[config.mk]
export PLATFORM = sky130hd
export DESIGN_NAME = tdm_demux
export DESIGN_NICKNAME = d
export VERILOG_FILES = /design/src/rtl/tdm_demux.sv
export SDC_FILE = /design/constraint.sdc
export NUM_CORES = 1
export LEC_CHECK = 0
export ABC_AREA = 1
export ABC_CLOCK_PERIOD_IN_PS = 2200
export CORE_AREA = 4 4 50 52
export DETAILED_ROUTE_END_ITERATION = 6
export DIE_AREA = 0 0 54 56
export DONT_BUFFER_PORTS = 1
export PLACE_DENSITY = 0.59
export SLEW_MARGIN = 20
export SYNTH_ARGS = -nofsm -noshare
export SYNTH_HDL_FRONTEND = slang
export SYNTH_SLANG_ARGS = --single-unit
[constraint.sdc]
create_clock -name clk -period 2.2 [get_ports clk]
set_clock_uncertainty 0.15 [all_clocks]
set_input_delay 0.44 -clock clk [delete_from_list [all_inputs] [get_ports clk]]
set_output_delay 0.44 -clock clk [all_outputs]
set_load 0.03 [all_outputs]
[src/rtl/tdm_demux.sv]
// ---------------------------------------------------------------------------
// tdm_demux
//
// Receiving end of a time-multiplexed link. A serial stream of WIDTH-bit
// beats, with a sync marker on the channel-0 beat, is split back into
// CHANNELS registered parallel outputs. The block hunts for the sync marker,
// locks to the frame and then writes each accepted beat to the next slot.
// Framing violations (missing or early sync) pulse sync_err.
//
// Ports:
//   clk         single clock, rising edge
//   rst_n       asynchronous active-low reset
//   in_valid    a beat is present on in_data
//   in_sync     current beat is slot 0 (ignored when in_valid = 0)
//   in_data     beat payload
//   ch_data     channel k at bits [k*WIDTH +: WIDTH], held between writes
//   ch_valid    bit k pulses for one cycle when channel k is written
//   frame_done  pulses when the last slot of a frame is written
//   locked      high while locked to the frame
//   sync_err    pulses on any framing violation
//   slot        slot the next accepted beat will be written to
//
// All outputs are registered; one beat is accepted per cycle.
// CHANNELS must lie in 2..16.
// ---------------------------------------------------------------------------
module tdm_demux #(
    parameter  int WIDTH    = 8,
    parameter  int CHANNELS = 2,
    localparam int SW       = $clog2(CHANNELS)
) (
    input  logic                      clk,
    input  logic                      rst_n,
    input  logic                      in_valid,
    input  logic                      in_sync,
    input  logic [WIDTH-1:0]          in_data,
    output logic [CHANNELS*WIDTH-1:0] ch_data,
    output logic [CHANNELS-1:0]       ch_valid,
    output logic                      frame_done,
    output logic                      locked,
    output logic                      sync_err,
    output logic [SW-1:0]             slot
);

    typedef enum logic {
        HUNT   = 1'b0,
        LOCKED = 1'b1
    } state_t;

    localparam logic [SW-1:0] SLOT_ZERO = '0;
    localparam logic [SW-1:0] SLOT_ONE  = SW'(1);
    localparam logic [SW-1:0] LAST_SLOT = SW'(CHANNELS - 1);

    // -----------------------------------------------------------------------
    // Framing state
    // -----------------------------------------------------------------------
    state_t          state_reg;
    state_t          state_next;
    logic [SW-1:0]   slot_reg;
    logic [SW-1:0]   slot_next;
    logic            frame_done_reg;
    logic            frame_done_next;
    logic            sync_err_reg;
    logic            sync_err_next;

    // Write request shared by all channel registers
    logic            wr_en;
    logic [SW-1:0]   wr_idx;

    // -----------------------------------------------------------------------
    // Next-state decode. Nothing changes on cycles without a beat, so the
    // whole decode sits under in_valid.
    // -----------------------------------------------------------------------
    always_comb begin
        state_next      = state_reg;
        slot_next       = slot_reg;
        frame_done_next = 1'b0;
        sync_err_next   = 1'b0;
        wr_en           = 1'b0;
        wr_idx          = SLOT_ZERO;

        if (in_valid) begin
            case (state_reg)
                HUNT: begin
                    // Beats without sync are dropped until the marker shows up.
                    if (in_sync) begin
                        wr_en      = 1'b1;
                        wr_idx     = SLOT_ZERO;
                        slot_next  = SLOT_ONE;
                        state_next = LOCKED;
                    end
                end

                LOCKED: begin
                    if (in_sync) begin
                        // Sync always restarts the frame at slot 0. Seen
                        // anywhere but slot 0 it is an early sync: the
                        // truncated frame is abandoned without frame_done.
                        wr_en         = 1'b1;
                        wr_idx        = SLOT_ZERO;
                        slot_next     = SLOT_ONE;
                        sync_err_next = (slot_reg != SLOT_ZERO);
                    end else if (slot_reg == SLOT_ZERO) begin
                        // Missing sync: lose lock and drop the beat.
                        sync_err_next = 1'b1;
                        state_next    = HUNT;
                        slot_next     = SLOT_ZERO;
                    end else begin
                        wr_en  = 1'b1;
                        wr_idx = slot_reg;
                        // Explicit wrap keeps slot inside 0..CHANNELS-1 for
                        // non-power-of-two channel counts.
                        if (slot_reg == LAST_SLOT) begin
                            slot_next       = SLOT_ZERO;
                            frame_done_next = 1'b1;
                        end else begin
                            slot_next = slot_reg + SLOT_ONE;
                        end
                    end
                end

                default: begin
                    state_next = HUNT;
                    slot_next  = SLOT_ZERO;
                end
            endcase
        end
    end

    always_ff @(posedge clk or negedge rst_n) begin
        if (!rst_n) begin
            state_reg      <= HUNT;
            slot_reg       <= SLOT_ZERO;
            frame_done_reg <= 1'b0;
            sync_err_reg   <= 1'b0;
        end else begin
            state_reg      <= state_next;
            slot_reg       <= slot_next;
            frame_done_reg <= frame_done_next;
            sync_err_reg   <= sync_err_next;
        end
    end

    assign locked     = (state_reg == LOCKED);
    assign slot       = slot_reg;
    assign frame_done = frame_done_reg;
    assign sync_err   = sync_err_reg;

    // -----------------------------------------------------------------------
    // Per-channel output registers. Each channel decodes its own write
    // select, so at most one ch_valid bit can be high in any cycle.
    // -----------------------------------------------------------------------
    generate
        for (genvar gi = 0; gi < CHANNELS; gi++) begin : g_chan
            logic             hit;
            logic             valid_reg;
            logic [WIDTH-1:0] data_reg;

            assign hit = wr_en && (wr_idx == SW'(gi));

            always_ff @(posedge clk or negedge rst_n) begin
                if (!rst_n) begin
                    valid_reg <= 1'b0;
                    data_reg  <= '0;
                end else begin
                    valid_reg <= hit;
                    if (hit) begin
                        data_reg <= in_data;
                    end
                end
            end

            assign ch_valid[gi]                 = valid_reg;
            assign ch_data[gi*WIDTH +: WIDTH]   = data_reg;
        end
    endgenerate

endmodule

# ---- Word-level counts from Yosys, hierarchy flattened
# Cells that the tools add are included.
dict set report totals {
  ff_bits 22
  in_bits 12
}
dict set report op_classes {
  eq_ne 1
  mux 16
  bitwise 2
  reduce_logical 3
}
# cell count
set op_table {}
lappend op_table {{1-bit 2-to-1 mux} 13}
lappend op_table {{1-bit case mux with 2 select lines} 3}
lappend op_table {{1-bit logical AND} 2}
lappend op_table {{2-bit inequality test (second input constant)} 1}
lappend op_table {{1-bit NOT} 2}
lappend op_table {{2-bit AND reduction} 1}

# ---- Depth between registers and ports, before layout
dict set report depth {
  ltp_word 6
  mapped_depth 7
  depth_no_buf 7
}

# ---- Worst setup path before layout
# OpenSTA, ideal clock, no wires.
dict set report synth_timing {
  path_type {reg-to-reg}
  from {register slot_reg, in the netlist slot}
  to {register g_chan[1].data_reg[0]}
  setup_time_ps 65
  arrival_time_ps 1288
  path_slack_ps 696
  path_stages_with_launch 8
  path_buffers 0
  synth_period_minus_slack_ps 1504
  cell_sequence {dfrtp_1 -> inv_1 -> ha_1 -> inv_1 -> nand4_2 -> inv_2 -> nand2_1 -> nand2_1}
}
dict set report synth_between {
  elab_chain_len 5
  word_cells_on_any_way 8
}
# element line_no
set synth_lines {}
lappend synth_lines {{from (decl)} 58} ;# logic [SW-1:0] slot_reg;
lappend synth_lines {{from (signal assigned)} 137} ;# slot_reg <= slot_next;
lappend synth_lines {{1-bit 2-to-1 mux *} 102} ;# end else if (slot_reg == SLOT_ZERO) begin
lappend synth_lines {{1-bit 2-to-1 mux} 94} ;# if (in_sync) begin
lappend synth_lines {{1-bit case mux with 2 select lines} 82} ;# case (state_reg)
lappend synth_lines {{1-bit 2-to-1 mux} 81} ;# if (in_valid) begin
lappend synth_lines {{1-bit logical AND *} 158} ;# assign hit = wr_en && (wr_idx == SW'(gi));
lappend synth_lines {{net g_chan[1].hit} 154} ;# logic hit;
lappend synth_lines {{to (signal assigned)} 167} ;# data_reg <= in_data;
lappend synth_lines {{to (decl)} 156} ;# logic [WIDTH-1:0] data_reg;
# The timed path passes the listed nets; every way through them passes the cells marked *.
# A chain may end at the register's enable or synchronous reset.

# ---- Final worst setup path
dict set report layout_timing {
  from {register state_reg, in the netlist locked}
  to {register g_chan[0].data_reg[3]}
}
dict set report layout_between {
  elab_chain_len 5
  word_cells_on_any_way 7
}
# element line_no
set layout_lines {}
lappend layout_lines {{from (decl)} 56} ;# state_t state_reg;
lappend layout_lines {{from (signal assigned)} 136} ;# state_reg <= state_next;
lappend layout_lines {{1-bit NOT} --}
lappend layout_lines {{1-bit case mux with 2 select lines} 82}
lappend layout_lines {{1-bit 2-to-1 mux} 81}
lappend layout_lines {{1-bit NOT} 158}
lappend layout_lines {{1-bit logical AND *} 158}
lappend layout_lines {{to (signal assigned)} 167}
lappend layout_lines {{to (decl)} 156}
# Every way passes the cells marked *; elsewhere a longest branch is shown, timed or not.

==> results.toml <==
[outcome]
outcome = "complete, no violations"

[placed_design]
globalplace.congestion = 0.688
port_buffers = 0
dp_hpwl_um = 1380

[floorplan]
die_w_um = 54
dieHeight_um = 56
rows = 17
initial_core_util = 0.426
core_area_um2 = 2110
dieArea_um2 = 3020
io_pins = 34

[route]
final_antenna_net_count = 0
vias = 629
drt_first_pass_iters = 4
drc = 0
wirelength_um = 1830
wl_met3_um = 216
drt_first_iter_violations = 6
met2WireLength_um = 859
maxUsedRoutingLayer = "met4"
via_per_inst = 5.03
wl_per_cell_um = 14.6
met1_length_um = 722

[timing]
whs_ns = 0.0728
finalSetupTns_ns = 0
setup_viol = 0
slew_headroom = 0.679
rsz0062_at_grt = "false"
slew_viol_final = 0
worst_slew_pin_slew_ns = 0.481
hold_viol_final = 0
period_minus_slack_ns = 1.73
max_freq_ghz = 0.579
fin_crit_sh = 0.784

[power_and_ir_drop]
irDropWorstVdd_uv = 687
power.density_nw_per_um2 = 1290
leakagePower_nw = 0.540

[synth]
synth.distinct_cells = 13
synth_area_per_cell_um2 = 9.54
synthXorXnorAreaFrac = 0
ys_seq_elements = 22
synth_top_family_by_area = "simple AND/OR/NAND/NOR gates"
synth_nets = 108
synthCells = 94
synth_simple_gate_area_frac = 0.287
synthMuxAreaShare = 0
synth_compound_area_frac = 0.0112
syn_area_um2 = 897
ys_warn_count = 0
synth_seq_area_share = 0.614
synthAdderAreaFrac = 0.0279

[setup_path]
crit_path_top_delay_cell = "dfrtp_1"
start_kind = "flip-flop"
critPathArrivalTime_ns = 1.78
worstRegToRegCells = 5
cpMostUsedCell = "nand2_1"
critPathMaxStageDelay_ns = 0.66
end_kind = "flip-flop"
critical_path.max_fanout = 11
critPathKind = "flip-flop to flip-flop"
crit_required_ns = 2.26
cp_cell_sequence = "nand2_1 -> nand2_1 -> nand3_2 -> nand2_1 -> nand2_1"

[grt]
grt_overflow = 0
grt_pass1_vias = 658
grt_usage = 0.143
grt_start_max_net_pins = 23
antenna_found_initial = 0
grt_pass1_wl_um = 3150

[layout]
layout-drive-gt1-share = 0.113
layout_commonest_cell = "nand2_1"
area_growth_pct = 9.21
layout_common_cells = "44 x nand2_1, 22 x dfrtp_1, 8 x nand4_1"
largest_reg_flops = 16
nNetsFinal = 112
nFillCells = 203
diodes = 0

[clock_tree]
htreeDepth = 1
postCtsSetupBuffers = 0
clkSinkCount = 22
cts-buffers-inserted = 3
worstSkewPairLatency_ns = 0.30
cts_tree = "built"
clkTransAtPathRegs_ns = 0.12
max-clock-path-buffers = 2
cts-resized-gates = 0
root_buffer = "clkbuf_4"

[run]
cap_viol_max_count = 0

[min_path]
min_path_type = "primary input to flip-flop"
hold_path_depth = 1
==> layer usage <==
layer | track usage | up-vias
met4 | 0.0641 | 0
li1 | - | 303
met2 | 0.221 | 24
met1 | 0.159 | 298
met5 | 0 | -
met3 | 0.0724 | 4
==> path summary, 6_finish.rpt <==
path                          start                     to  slack, ns
hold / removal             in_valid                 locked       0.07
max in group asynchronous     rst_n  g_chan[1].data_reg[2]       1.11
setup / recovery             locked  g_chan[0].data_reg[3]       0.47
min in group asynchronous     rst_n  g_chan[1].data_reg[3]       0.46
setup reg to reg             locked  g_chan[0].data_reg[3]       0.47
hold reg to reg                slot                   slot       0.48
==> cell families after synthesis <==
kind of cell | after synthesis
AND/OR/NAND/NOR | 57
flip-flops | 22
buffers and inverters | 11
AO/OA/AOI/OAI | 2
adder cells (fa/ha/maj) | 2
==> layout make-up <==
class	instances	area, µm²	area share
Clock inverter	1	30.0	0.0307
Multi-Input combinational cell	61	293	0.299
Timing Repair Buffer	3	22.5	0.0230
Inverter	7	26.3	0.0268
Clock buffer	3	22.5	0.0230
Sequential cell	22	551	0.562
Tap cell	28	35.0	0.0358
==> cell usage after synthesis, drive strengths merged <==
master  number  area share
nand4        9       0.070
ha           2       0.028
clkbuf       1      0.0056
nand3        2       0.022
inv          7       0.029
nand2       45        0.19
buf          3       0.025
o21ai        2       0.011
dfrtp       22        0.61
nor2         1      0.0042
==> per-stage QoR <==
step           instance area, µm²  utilization  std cells  total power, mW  setup slack (ns)
3_3_place_gp                  912        0.433        119            0.963             0.571
4_1_cts                       975        0.463        124             1.29             0.456
3_5_place_dp                  912        0.433        119            0.969             0.469
5_1_grt                       980        0.465        125             1.35             0.227
6_report                      980        0.465        125             1.27             0.474
2_1_floorplan                 897            -         94            0.929             0.696
==> critical path, delay by kind of cell, from the launching register on <==
family / cells / cell delay [ns]
flip-flops: 1 / 0.66
AND/OR/NAND/NOR: 5 / 0.81
==> where the power goes <==
group          switching (mW)  internal [mW]
registers               0.299          0.510
clock network           0.119          0.184
logic                  0.0952         0.0590
==> timing repair <==
item | CTS | global route
endpoints found under the setup margin | 0 | 0
hold buffers | 1 | 1
endpoints found under the hold margin | 22 | 22
(Power assumes the default switching activity.)
